$ cat src/rtl/if_stage_pkg.sv
// Shared types and constants for the instruction-fetch stage.
package if_stage_pkg;

  localparam int unsigned PC_W   = 32;
  localparam int unsigned DATA_W = 32;

  typedef logic [PC_W-1:0]   program_count_t;
  typedef logic [DATA_W-1:0] cpu_data_t;

  localparam program_count_t DEFAULT_RESET_VECTOR = 32'hbfc00000;

  // Branch bus driven combinationally by decode.
  typedef struct packed {
    logic           taken;
    program_count_t target;
  } id_to_if_branch_bus_t;

  // Instruction bus handed from fetch to decode.
  typedef struct packed {
    logic           valid;
    program_count_t program_count;
    cpu_data_t      instruction;
  } if_to_id_instruction_bus_t;

endpackage

$ cat src/rtl/if_stage_if.sv
// Fetch-stage connections: decode handshake, branch/instruction buses, instruction SRAM.
interface if_stage_if;
  import if_stage_pkg::*;

  logic                      id_allow_in;
  id_to_if_branch_bus_t      id_to_if_branch_bus;
  if_to_id_instruction_bus_t if_to_id_instruction_bus;
  logic                      inst_sram_en;
  logic [3:0]                inst_sram_wen;
  program_count_t            inst_sram_addr;
  cpu_data_t                 inst_sram_wdata;
  cpu_data_t                 inst_sram_rdata;

  // Fetch-stage side.
  modport master (
    input  id_allow_in, id_to_if_branch_bus, inst_sram_rdata,
    output if_to_id_instruction_bus, inst_sram_en, inst_sram_wen,
           inst_sram_addr, inst_sram_wdata
  );

  // Environment side (decode stage and SRAM).
  modport slave (
    output id_allow_in, id_to_if_branch_bus, inst_sram_rdata,
    input  if_to_id_instruction_bus, inst_sram_en, inst_sram_wen,
           inst_sram_addr, inst_sram_wdata
  );

endinterface

$ cat src/rtl/if_stage_hold_buffer.sv
// One-entry hold buffer: keeps SRAM read data alive while decode back-pressures.
module if_stage_hold_buffer
  import if_stage_pkg::*;
(
  input  logic      clock,
  input  logic      reset,
  input  logic      fill,
  input  logic      clear,
  input  cpu_data_t rdata,
  output cpu_data_t instruction_c
);

  logic      buffer_valid;
  cpu_data_t buffer_data;

  // Capture only the first stalled cycle; later SRAM data is stale.
  always_ff @(posedge clock or negedge reset) begin
    if (!reset) begin
      buffer_valid <= 1'b0;
      buffer_data  <= '0;
    end else if (clear) begin
      buffer_valid <= 1'b0;
    end else if (fill && !buffer_valid) begin
      buffer_valid <= 1'b1;
      buffer_data  <= rdata;
    end
  end

  // Present buffered data while held, otherwise the live SRAM output.
  always_comb begin
    instruction_c = rdata;
    if (buffer_valid) instruction_c = buffer_data;
  end

endmodule

$ cat src/rtl/if_stage.sv
// Instruction-fetch stage: next-PC select, IF register, hold buffer, pending branch.
// Optional: define IF_FETCH_STALL_COUNT_EN to add the fetch_stall_count port.
module if_stage
  import if_stage_pkg::*;
#(
  parameter program_count_t RESET_VECTOR = DEFAULT_RESET_VECTOR
)(
  input logic        clock,
  input logic        reset,
  if_stage_if.master pipe
`ifdef IF_FETCH_STALL_COUNT_EN
  ,
  output logic [31:0] fetch_stall_count
`endif
);

  id_to_if_branch_bus_t branch;
  logic           if_valid;
  program_count_t if_pc;
  logic           pending_valid;
  program_count_t pending_target;
  logic           branch_consumed;

  logic           if_allow_in;
  logic           br_now;
  logic           br_early;
  logic           pend_use;
  logic           pend_set;
  logic           consumed_set;
  logic           consumed_clr;
  program_count_t next_pc;
  cpu_data_t      instruction_c;

  assign branch = pipe.id_to_if_branch_bus;

  // Handshake, redirect decisions and next-PC priority.
  always_comb begin
    if_allow_in  = !if_valid || pipe.id_allow_in;
    br_now       = branch.taken && !branch_consumed && if_valid;
    br_early     = branch.taken && !branch_consumed && !if_valid;
    pend_use     = pending_valid && !br_now && if_allow_in;
    pend_set     = (br_now && !if_allow_in) || br_early;
    consumed_set = (br_now && if_allow_in) || pend_use || pend_set;
    consumed_clr = pipe.id_allow_in && if_valid;
    next_pc      = if_pc + PC_W'(4);
    if (br_now) begin
      next_pc = branch.target;
    end else if (pending_valid) begin
      next_pc = pending_target;
    end
  end

  // IF register advances whenever the stage can accept a new fetch.
  always_ff @(posedge clock or negedge reset) begin
    if (!reset) begin
      if_valid <= 1'b0;
      if_pc    <= RESET_VECTOR - PC_W'(4);
    end else if (if_allow_in) begin
      if_valid <= 1'b1;
      if_pc    <= next_pc;
    end
  end

  // Pending redirect: remembers a branch target until its fetch can issue.
  always_ff @(posedge clock or negedge reset) begin
    if (!reset) begin
      pending_valid  <= 1'b0;
      pending_target <= '0;
    end else if (pend_set) begin
      pending_valid  <= 1'b1;
      pending_target <= branch.target;
    end else if (pend_use) begin
      pending_valid  <= 1'b0;
    end
  end

  // Blocks a second redirect while decode keeps asserting the same branch.
  always_ff @(posedge clock or negedge reset) begin
    if (!reset) begin
      branch_consumed <= 1'b0;
    end else if (consumed_set) begin
      branch_consumed <= 1'b1;
    end else if (consumed_clr) begin
      branch_consumed <= 1'b0;
    end
  end

  if_stage_hold_buffer u_hold_buffer (
    .clock         (clock),
    .reset         (reset),
    .fill          (if_valid && !pipe.id_allow_in),
    .clear         (if_allow_in),
    .rdata         (pipe.inst_sram_rdata),
    .instruction_c (instruction_c)
  );

  // SRAM request and decode bus; everything reads as zero while in reset.
  always_comb begin
    pipe.inst_sram_en             = reset && if_allow_in;
    pipe.inst_sram_wen            = 4'b0000;
    pipe.inst_sram_wdata          = '0;
    pipe.inst_sram_addr           = '0;
    pipe.if_to_id_instruction_bus = '0;
    if (reset) pipe.inst_sram_addr = next_pc;
    if (if_valid) begin
      pipe.if_to_id_instruction_bus.valid         = 1'b1;
      pipe.if_to_id_instruction_bus.program_count = if_pc;
      pipe.if_to_id_instruction_bus.instruction   = instruction_c;
    end
  end

`ifdef IF_FETCH_STALL_COUNT_EN
  // Saturating count of cycles a valid instruction waits on decode.
  always_ff @(posedge clock or negedge reset) begin
    if (!reset) begin
      fetch_stall_count <= '0;
    end else if (if_valid && !pipe.id_allow_in && fetch_stall_count != '1) begin
      fetch_stall_count <= fetch_stall_count + 32'd1;
    end
  end
`endif

endmodule

$ cat src/flat_wrapper.sv
// flat-port wrapper written by rule: the top's interface ports become plain ports
module if_stage_flat import if_stage_pkg::*;
#(
  parameter program_count_t RESET_VECTOR = DEFAULT_RESET_VECTOR
)
  (clock, reset, pipe_id_allow_in, pipe_id_to_if_branch_bus, pipe_inst_sram_rdata, pipe_if_to_id_instruction_bus, pipe_inst_sram_en, pipe_inst_sram_wen, pipe_inst_sram_addr, pipe_inst_sram_wdata);
  if_stage_if pipe_i ();
  input logic clock;
  input logic reset;
  input wire logic [$bits(pipe_i.id_allow_in)-1:0] pipe_id_allow_in;
  input wire logic [$bits(pipe_i.id_to_if_branch_bus)-1:0] pipe_id_to_if_branch_bus;
  input wire logic [$bits(pipe_i.inst_sram_rdata)-1:0] pipe_inst_sram_rdata;
  output wire logic [$bits(pipe_i.if_to_id_instruction_bus)-1:0] pipe_if_to_id_instruction_bus;
  output wire logic [$bits(pipe_i.inst_sram_en)-1:0] pipe_inst_sram_en;
  output wire logic [$bits(pipe_i.inst_sram_wen)-1:0] pipe_inst_sram_wen;
  output wire logic [$bits(pipe_i.inst_sram_addr)-1:0] pipe_inst_sram_addr;
  output wire logic [$bits(pipe_i.inst_sram_wdata)-1:0] pipe_inst_sram_wdata;
  assign pipe_i.id_allow_in = pipe_id_allow_in;
  assign pipe_i.id_to_if_branch_bus = pipe_id_to_if_branch_bus;
  assign pipe_i.inst_sram_rdata = pipe_inst_sram_rdata;
  assign pipe_if_to_id_instruction_bus = pipe_i.if_to_id_instruction_bus;
  assign pipe_inst_sram_en = pipe_i.inst_sram_en;
  assign pipe_inst_sram_wen = pipe_i.inst_sram_wen;
  assign pipe_inst_sram_addr = pipe_i.inst_sram_addr;
  assign pipe_inst_sram_wdata = pipe_i.inst_sram_wdata;
  if_stage #(.RESET_VECTOR(RESET_VECTOR)) u_core (.clock(clock), .reset(reset), .pipe(pipe_i));
endmodule
$ cat config.mk
export PLATFORM = sky130hd
export DESIGN_NAME = if_stage_flat
export DESIGN_NICKNAME = d
export VERILOG_FILES = /design/src/rtl/if_stage_pkg.sv /design/src/rtl/if_stage_if.sv /design/src/rtl/if_stage_hold_buffer.sv /design/src/rtl/if_stage.sv /design/src/flat_wrapper.sv
export SDC_FILE = /design/constraint.sdc
export NUM_CORES = 1
export LEC_CHECK = 0
export ABC_CLOCK_PERIOD_IN_PS = 7120
export CORE_UTILIZATION = 50
export DETAILED_ROUTE_END_ITERATION = 16
export GPL_ROUTABILITY_DRIVEN = 1
export MAX_ROUTING_LAYER = met4
export PLACE_DENSITY = 0.92
export RECOVER_POWER = 50
export SLEW_MARGIN = 10
export SYNTH_ARGS = -nofsm -noshare
export SYNTH_HDL_FRONTEND = slang
export SYNTH_SLANG_ARGS = --single-unit
$ cat constraint.sdc
create_clock -name clock -period 7.12 [get_ports clock]
set_input_delay 2.136 -clock clock [delete_from_list [all_inputs] [get_ports clock]]
set_output_delay 2.136 -clock clock [all_outputs]
set_load 0.01 [all_outputs]
==> results_dict.tcl, run 1 <==
set metrics [dict create \
    wl_met2_um 8598 \
    crit_top_cell "clkdlybuf4s50_1" \
    crit_type "input port to primary output" \
    vias_per_cell 5.733 \
    maxSlewViolCount 135 \
    whs_ns 0.5029 \
    track_usage_pct 26.04 \
    place.gp.congestion 0.8097 \
    ctsHtreeMaxLevel 3 \
    clock_latency_ns 0.35 \
    dr.max_layer_used "met4" \
    start_util_pct 51.16 \
    synth-main-ff-cell "dfrtp_1" \
    status "finished with violations" \
    finalWirelength_um 17740 \
    violations "capacitance limit, slew limit" \
    ys_ff_latch 100 \
    leakage_nw 3.316 \
    drc 0 \
    antenna_found_initial 0 \
    skew_ns 0.008115 \
    crit_chain "clkdlybuf4s50_1 > and3b_1 > buf_12 > nor3b_1 > or3_1 > a21oi_1 > clkdlybuf4s50_1" \
    critPathArrivalTime_ns 4.38 \
    synthesis.area_um2 6748 \
    cts_buffers 9 \
    fin_nets 921 \
    die_area_um2 13960 \
    num_vias 5916 \
    dp_hpwl_um 12110 \
    clock.fmax_mhz 153.6 \
    port_buffers 165 \
    route.met3.wl_um 1259 \
    vdd_drop_max_mv 0.2503 \
    finalHoldViolCount 0 \
    num_rows 42 \
    cap_violations 3 \
    holdCritPathClass "flop to flop" \
    cp_max_fo 26 \
    cpPeakStageDelay_ns 0.55 \
    ctsHoldBuffers 0 \
    cts_tree "done" \
    layout-drive-gt1-share_pct 15.42 \
    avgSynthCellArea_um2 9.346 \
    worstMarginPinSlew_ns 3.106 \
    worst_setup_path_end_kind "primary output" \
    die_height_um 118.2 \
    synthCells 722 \
    drt_iter0_markers 478 \
    final_cell_mix "clkdlybuf4s50_1, dfrtp_1, mux2_2" \
    final-setup-viol-count 0 \
    io_pins 202 \
    grt_pass1_vias 5572 \
    gr-total-overflow 0 \
    grt_pass1_wl_um 27980 \
    p_per_area_nw_per_um2 306.0 \
    rsz0062_at_grt "false" \
    slew_headroom_pct -107.1 \
    finalCriticalPeriod_ns 6.511 \
    grt_max_degree 69 \
    ys_warn_count 0 \
    dr.pass1.iters 5 \
    fillCellCount 1054 \
    met1_length_um 7602 \
    root_buffer "clkbuf_16" \
    syn2layout_area_growth_pct 26.66 \
    start_kind "input port" \
    crit_slowest_cell "clkdlybuf4s50_1" \
    post_cts_buffers 0 \
    clockBufferDepth 2 \
    worstPathRequired_ns 4.98 \
    ys_seq_area_share_pct 37.60 \
    fin_crit_sh_pct 91.45 \
    fp.dieW_um 118.2 \
    routedWlPerCell_um 17.19 \
    synth_enable_flop_cells 0 \
    cts_sinks 100 \
    cts.repair.resized 0 \
    netlist-cell-type-count 65 \
    core_um2 13190 \
    antenna_left 0 \
    layout_commonest_cell "clkdlybuf4s50_1" \
    cts.clk_slew.worst_paths_ns 0.06 \
    synthArstFlopShare_pct 100.0 \
    diodes 0 \
    setup_tns_ns 0 \
]
## state kept, by name, indices dropped and copies added, names as in the netlist
register and cells:
u_core.pending_valid 1, u_core.branch_consumed 1, u_core.u_hold_buffer.buffer_data 32, u_core.if_pc 32
u_core.u_hold_buffer.buffer_valid 1, u_core.if_valid 1, u_core.pending_target 32
## path summary, 6_finish.rpt
check	depth (start not counted)	slack [ns]	endpoint	start
min reg2reg	1	0.50	u_core.pending_target[15]$_DFFE_PN0P_	u_core.pending_target[15]$_DFFE_PN0P_
max	7	0.61	pipe_inst_sram_addr[25]	pipe_id_to_if_branch_bus[32]
max reg2reg	7	3.67	u_core.if_pc[26]$_DFFE_PN1N_	u_core.if_valid$_DFFE_PN0N_
max in group asynchronous	3	1.54	u_core.u_hold_buffer.buffer_valid$_DFFE_PN0P_	reset
min in group asynchronous	2	1.99	u_core.pending_target[25]$_DFFE_PN0P_	reset
min	1	0.50	u_core.pending_target[15]$_DFFE_PN0P_	u_core.pending_target[15]$_DFFE_PN0P_
## logic make-up after synthesis
kind of cell / after synthesis / share of synthesized area (%)
compound gates: 138 / 12.07
xor+xnor: 21 / 2.726
fa+ha+maj: 2 / 0.3708
buf+inv: 102 / 8.511
flops: 100 / 37.60
mux: 106 / 16.98
other cells: 2 / 0.1113
simple gates: 251 / 21.62
## power breakdown
| group | internal [mW] | switching (mW) | total [mW] |
|---|---|---|---|
| Clock | 0.235 | 0.203 | 0.438 |
| Sequential | 0.846 | 0.272 | 1.12 |
| Combinational | 0.598 | 0.462 | 1.06 |
| Total | 1.68 | 0.937 | 2.62 |
## cells in the mapped netlist (7+ instances only)
cell type  number  area, µm²
a211oi_1        7      52.55
a21oi_1        51      255.2
a31oi_1        11      68.82
and2_1         35      219.0
and3_1         10      62.56
buf_1           7      26.28
buf_4          39      292.8
clkbuf_1       35      131.4
dfrtp_1        72       1802
dfstp_2        28      735.7
inv_1           9      33.78
mux2_2         68      765.7
mux2i_1        38      380.4
nand2_1        38      142.6
nand2b_1        9      56.30
nand3_1        22      110.1
nand4_1        11      68.82
nor2_1         34      127.6
nor2b_1        33      206.5
nor3_1         13      65.06
nor3b_1         8      60.06
nor4_1          7      43.79
o21ai_0        39      195.2
xnor2_1        18      157.7
## through the flow
stage          std cells  instance area [µm²]  setup WS (ns)  util, %  power, mW
2_1_floorplan        757                 6879          1.537        -      1.733
4_1_cts             1032                 8566         0.6291    64.94      2.619
3_5_place_dp        1016                 8312         0.6421    63.01      2.168
3_3_place_gp        1016                 8312         0.6747    63.01      2.121
6_report            1032                 8547         0.6089    64.80      2.615
5_1_grt             1032                 8547         0.5152    64.80      2.770
## critical path: cells and delay by family
kind                   cells  cell delay (ns)
AOI/OAI and AO/OA          1             0.12
buffers and inverters      3             1.31
and+or+nand+nor            3             0.81
## per-layer routing
metal	vias up	GRT usage (%)
li1	2756	-
met2	284	42.24
met3	28	5.212
met5	-	-
met1	2848	32.63
met4	0	8.413
## cell type report
type / count / area [µm²] / area share (%)
multi-input cells: 555 / 3772 / 44.14
flip-flops and latches: 100 / 2541 / 29.73
repair buffers: 176 / 1725 / 20.19
clock buffers: 13 / 240.2 / 2.811
well taps: 176 / 220.2 / 2.576
inverters: 9 / 33.78 / 0.3953
clock inverters: 3 / 13.76 / 0.1610
Note: power is estimated with default switching activity, not from simulation.
==> run 2, diff against run 1 <==
Settings changed: CAP_MARGIN set to 20.
==> results of run 2 <==
Same layout as run 1: the final DEF is identical, and so are final timing and power.
